### config.mk
export PLATFORM = sky130hd
export DESIGN_NAME = riscv_core_dpath_vec_alu_seq
export DESIGN_NICKNAME = d
export VERILOG_FILES = /design/src/rtl/riscv_core_dpath_vec_alu_seq.sv
export SDC_FILE = /design/constraint.sdc
export NUM_CORES = 2
export LEC_CHECK = 0
export BUFFER_PORTS_ARGS = -buffer_cell sky130_fd_sc_hd__buf_2
export CAP_MARGIN = 15
export CORE_AREA = 4 4 446 448
export CTS_CLUSTER_SIZE = 8
export DETAILED_ROUTE_END_ITERATION = 7
export DIE_AREA = 0 0 450 452
export SYNTH_ARGS = -nofsm -noshare
export SYNTH_HDL_FRONTEND = slang
export SYNTH_SLANG_ARGS = --single-unit
export TNS_END_PERCENT = 30
### constraint.sdc
create_clock -name clk -period 5.1 [get_ports clk]
set_clock_uncertainty 0.1 [all_clocks]
set_input_delay 1.02 -clock clk [delete_from_list [all_inputs] [get_ports clk]]
set_output_delay 1.02 -clock clk [all_outputs]
set_load 0.05 [all_outputs]
### src/rtl/riscv_core_dpath_vec_alu_seq.sv
// Sequenced vector ALU: one request, LANES_PER_CYCLE elements per busy cycle, full-vector response.
// Optional per-element write mask enabled by defining VECALU_MASK_EN (adds req_vmask).
module riscv_core_dpath_vec_alu_seq #(
  parameter int NELEM           = 8,
  parameter int ELEM_W          = 32,
  parameter int LANES_PER_CYCLE = 2
) (
  input  logic                      clk,
  input  logic                      reset_n,
  input  logic                      req_val,
  output logic                      req_rdy,
  input  logic [3:0]                req_fn,
  input  logic [$clog2(NELEM):0]    req_vl,
  input  logic [NELEM*ELEM_W-1:0]   req_vin0,
  input  logic [NELEM*ELEM_W-1:0]   req_vin1,
  input  logic [ELEM_W-1:0]         req_in0,
  input  logic                      req_in0_ven,
  input  logic [ELEM_W-1:0]         req_in1,
  input  logic                      req_in1_ven,
  input  logic [NELEM*ELEM_W-1:0]   req_vd_old,
`ifdef VECALU_MASK_EN
  input  logic [NELEM-1:0]          req_vmask,
`endif
  output logic                      resp_val,
  input  logic                      resp_rdy,
  output logic [NELEM*ELEM_W-1:0]   resp_vout,
  output logic [ELEM_W-1:0]         resp_out
);

  localparam int          VLW    = $clog2(NELEM) + 1;
  localparam int unsigned LPC    = LANES_PER_CYCLE;
  localparam int          NCHUNK = NELEM / LANES_PER_CYCLE;
  localparam int          CW     = (NCHUNK > 1) ? $clog2(NCHUNK) : 1;

  typedef enum logic [1:0] {IDLE, BUSY, DONE} state_e;
  typedef enum logic [3:0] {
    FN_ADD = 4'd0, FN_SUB = 4'd1, FN_SLT = 4'd4, FN_SEQ = 4'd12, FN_VID = 4'd13
  } fn_e;

  state_e                    state_q, state_d;
  logic [CW-1:0]             chunk_q, chunk_d;
  logic [3:0]                fn_q;
  logic [VLW-1:0]            vl_q, vl_in;
  logic [NELEM*ELEM_W-1:0]   vin0_q, vin1_q;
  logic [ELEM_W-1:0]         in0_q, in1_q;
  logic                      in0_ven_q, in1_ven_q;
  logic [NELEM*ELEM_W-1:0]   res_q, res_d;
  logic [NELEM-1:0]          wmask;
  logic                      fire, last_chunk;
  logic [ELEM_W-1:0]         lane_a [LPC];
  logic [ELEM_W-1:0]         lane_b [LPC];
  logic [ELEM_W-1:0]         lane_e [LPC];
  logic [ELEM_W-1:0]         lane_r [LPC];

  assign req_rdy   = (state_q == IDLE);
  assign resp_val  = (state_q == DONE);
  assign resp_vout = res_q;
  assign resp_out  = res_q[ELEM_W-1:0];
  assign fire      = req_val && req_rdy;
  assign vl_in     = (req_vl > VLW'(NELEM)) ? VLW'(NELEM) : req_vl;

`ifdef VECALU_MASK_EN
  logic [NELEM-1:0] vmask_q;
  always_ff @(posedge clk or negedge reset_n) begin
    if (!reset_n)  vmask_q <= '0;
    else if (fire) vmask_q <= req_vmask;
  end
  always_comb wmask = vmask_q;
`else
  always_comb wmask = '1;
`endif

  // Steer the current chunk's operands onto LANES_PER_CYCLE shared ALU lanes.
  always_comb begin
    for (int unsigned l = 0; l < LPC; l++) begin
      lane_a[l] = '0;
      lane_b[l] = '0;
      lane_e[l] = '0;
    end
    for (int unsigned c = 0; c < NCHUNK; c++) begin
      if (chunk_q == CW'(c)) begin
        for (int unsigned l = 0; l < LPC; l++) begin
          lane_a[l] = in0_ven_q ? vin0_q[(c*LPC+l)*ELEM_W +: ELEM_W] : in0_q;
          lane_b[l] = in1_ven_q ? vin1_q[(c*LPC+l)*ELEM_W +: ELEM_W] : in1_q;
          lane_e[l] = ELEM_W'(c*LPC + l);
        end
      end
    end
  end

  always_comb begin
    for (int unsigned l = 0; l < LPC; l++) begin
      lane_r[l] = '0;
      case (fn_q)
        FN_ADD:  lane_r[l] = lane_a[l] + lane_b[l];
        FN_SUB:  lane_r[l] = lane_a[l] - lane_b[l];
        FN_SLT:  lane_r[l][0] = $signed(lane_a[l]) < $signed(lane_b[l]);
        FN_SEQ:  lane_r[l][0] = (lane_a[l] == lane_b[l]);
        FN_VID:  lane_r[l] = lane_e[l];
        default: lane_r[l] = '0;
      endcase
    end
  end

  assign last_chunk = ((32'(chunk_q) + 32'd1) * LPC) >= 32'(vl_q);

  always_comb begin
    state_d = state_q;
    chunk_d = chunk_q;
    res_d   = res_q;
    case (state_q)
      IDLE: begin
        if (req_val) begin
          res_d   = req_vd_old;
          chunk_d = '0;
          state_d = (vl_in == '0) ? DONE : BUSY;
        end
      end
      BUSY: begin
        for (int unsigned c = 0; c < NCHUNK; c++) begin
          for (int unsigned l = 0; l < LPC; l++) begin
            if (chunk_q == CW'(c) && (c*LPC + l) < 32'(vl_q) && wmask[c*LPC + l])
              res_d[(c*LPC+l)*ELEM_W +: ELEM_W] = lane_r[l];
          end
        end
        chunk_d = chunk_q + CW'(1);
        if (last_chunk) state_d = DONE;
      end
      DONE: begin
        if (resp_rdy) state_d = IDLE;
      end
      default: state_d = IDLE;
    endcase
  end

  always_ff @(posedge clk or negedge reset_n) begin
    if (!reset_n) begin
      state_q   <= IDLE;
      chunk_q   <= '0;
      res_q     <= '0;
      fn_q      <= '0;
      vl_q      <= '0;
      vin0_q    <= '0;
      vin1_q    <= '0;
      in0_q     <= '0;
      in1_q     <= '0;
      in0_ven_q <= 1'b0;
      in1_ven_q <= 1'b0;
    end else begin
      state_q <= state_d;
      chunk_q <= chunk_d;
      res_q   <= res_d;
      if (fire) begin
        fn_q      <= req_fn;
        vl_q      <= vl_in;
        vin0_q    <= req_vin0;
        vin1_q    <= req_vin1;
        in0_q     <= req_in0;
        in1_q     <= req_in1;
        in0_ven_q <= req_in0_ven;
        in1_ven_q <= req_in1_ven;
      end
    end
  end

endmodule

==> flow_summary.yaml <==
status:
  status: "finished, final reports clean"
clock_network:
  clock_latency_ns: 0.79
  holdBufCountCts: 0
  tritoncts: "yes"
  path_clk_slew_ns: 0.05
  clock_sinks: 846
  cts_made_buffers: 118
  clock_path_buffers: 3
  cts-htree-levels: 3
  cts-root-buf: "clkbuf_16"
synthesis:
  yosysUniqueCellTypes: 88
  synth-main-ff-cell: "dfrtp_1"
  synth.cell_area_sq_um: 46700
  synth_top_cell_area_share_pct: 45.3
  synth_seq_cells: 846
  synth_nets: 6974
  post-synth-top-count-cell: "nand2_1"
  post_synth_main_area_contributors: "dfrtp_1 (45%), nand2_1 (18%), a21oi_1 (4.5%)"
  synth_top_area_cell: "dfrtp_1"
  syn_avg_cell_area_sq_um: 7.80
  yosysWarnings: 0
  ys_async_sr_fraction_pct: 100
  synth.yosys.seq_area_share_pct: 45.3
  synth_edf_count: 0
  ys_top_cells_by_count: "nand2_1 (2219), dfrtp_1 (846), a21oi_1 (423), nor2_1 (388), clkbuf_1 (356)"
  netlist_instances: 5989
setup_path:
  critical_path_required_ns: 5.60
  cp.arrival_ns: 5.49
  cp-start-kind: "flip-flop"
  worst_setup_path_end_kind: "flip-flop"
  worstPathMaxFanout: 18
  path_class: "reg2reg"
global_route:
  grt_pass1_wl_um: 390000
  overflow: 0
  grt_pass1_vias: 50100
  grt_max_degree: 178
  grt_use_total_pct: 26.9
  grt_antenna_before_repair: 86
timing:
  final_hold_viol_count: 0
  slew_violations: 0
  fmax_mhz: 200
  setup_violations: 0
  finalCriticalPeriod_ns: 4.99
  fin_crit_sh_pct: 97.9
  holdWs_ns: 0.125
  rsz0062_at_grt: "yes"
  relSlewSlack_pct: 27.1
  tightest_slew_ns: 1.09
floorplan:
  dieArea_sq_um: 203000
  start_util_pct: 24.0
  num_rows: 162
  die_w_um: 450
  die_height_um: 452
  io_pins: 1136
  core_area_sq_um: 195000
job:
  cap_violations: 0
drt:
  drc: 0
  via_per_inst: 5.08
  drt_iter0_drc: 5106
  wl_um: 287000
  routedWlPerCell_um: 28.7
  vias: 50800
  drtPass1Iterations: 8
  ant_nets: 0
layout:
  drive_gt1_share_pct: 27.8
  syn_to_final_growth_pct: 36.1
  nets: 8383
placed_design:
  io_buffers: 1135
  gp_congestion: 1.04
  dp_hpwl_um: 233000
worst_hold_path:
  hold_path_class: "in2async"
[through the flow]
step	setup TNS [ns]	area (sq um)	utilization, %	worst slack [ns]	std cells
final	0	63600	32.7	0.109	10000
after global routing	-0.195	63500	32.6	-0.0373	9984
after global placement	-11.07	59100	30.3	-0.420	9791
after floorplan	0	46700	-	0.120	5989
after CTS	-0.295	62500	32.1	-0.0586	9941
after detailed placement	-13.63	59100	30.3	-0.364	9791
[area by class of cell]
class	instances	area, sq um
Antenna cell	45	113
Clock buffer	130	3050
Clock inverter	10	158
Fill cell	20900	131000
Inverter	137	517
Multi-Input combinational cell	4562	24100
Sequential cell	846	21200
Tap cell	2542	3180
Timing Repair Buffer	1733	11300
[placed cells by master (no fill, tap or decap), types with 120 or more instances in the layout]
cell / n
a21oi_1: 395
a31oi_1: 224
buf_2: 1134
buf_4: 508
clkbuf_16: 126
dfrtp_1: 843
ha_1: 120
inv_1: 132
nand2_1: 2207
nor2_1: 382
o21ai_0: 185
[repair_timing]
action / in CTS / in global routing
gates resized for setup: 34 / 169
setup endpoints to repair: 111 / 160
pin swaps: 5 / 40
setup buffers: 9 / 13
gates cloned: 1 / 6
[layer usage]
metal	GRT usage [%]	vias up	share of wire, %
met5	0	-	0.038
met4	15.9	16	6.9
met3	4.96	549	6.7
met2	43.6	2339	46
met1	33.5	25100	40
li1	-	22900	-
[flip-flops by register name, indices dropped and copies added, names as in the netlist]
| signal | cells |
|---|---|
| chunk_q | 2 |
| vin1_q | 256 |
| vl_q | 4 |
| resp_vout | 256 |
| in1_ven_q | 1 |
| in0_q | 32 |
| state_q | 2 |
| in0_ven_q | 1 |
| in1_q | 32 |
| fn_q | 4 |
| vin0_q | 256 |
[worst paths after layout]
kind	slack (ns)	endpoint	from	cells after the start
max in group asynchronous	3.39	resp_vout[229]	reset_n	3
min in group clk	0.32	vin0_q[115]	req_vin0[115]	3
hold reg to reg	0.37	vin1_q[50]	vin1_q[50]	2
setup reg to reg	0.11	resp_vout[124]	chunk_q[0]	22
setup / recovery	0.11	resp_vout[124]	chunk_q[0]	22
hold / removal	0.12	vin1_q[16]	reset_n	1
[cell families (layout without fill, tap and decap cells)]
group / after synthesis / count (layout) / share of synthesized area [%]
multiplexers: 31 / 31 / 0.675
adder cells (fa/ha/maj): 139 / 139 / 3.79
buffers and inverters: 581 / 2010 / 5.01
XOR/XNOR: 54 / 54 / 1.01
AND/OR/NAND/NOR: 2976 / 2976 / 25.8
AO/OA/AOI/OAI: 1362 / 1362 / 18.4
other: 0 / 45 / 0
flip-flops: 846 / 846 / 45.3
[worst max-delay path: stages, from the launching register on]
cell and delay [ns]:
dfrtp_1 0.41, buf_12 0.13, ha_4 0.24, buf_6 0.12
inv_2 0.05, buf_12 0.14, buf_4 0.17, clkbuf_16 0.19
nand2_1 0.10, o221ai_1 0.16, a21oi_1 0.39, ha_1 0.36
a21oi_1 0.22, nand4_1 0.18, nand4b_1 0.23, buf_4 0.15
o211ai_1 0.17, a221o_1 0.42, a21oi_2 0.17, mux2_4 0.31
a22oi_2 0.16, buf_6 0.14, a31oi_1 0.08
Power is not shown: default switching activity piles up to over one toggle a cycle in this logic, so the estimate is an artifact.
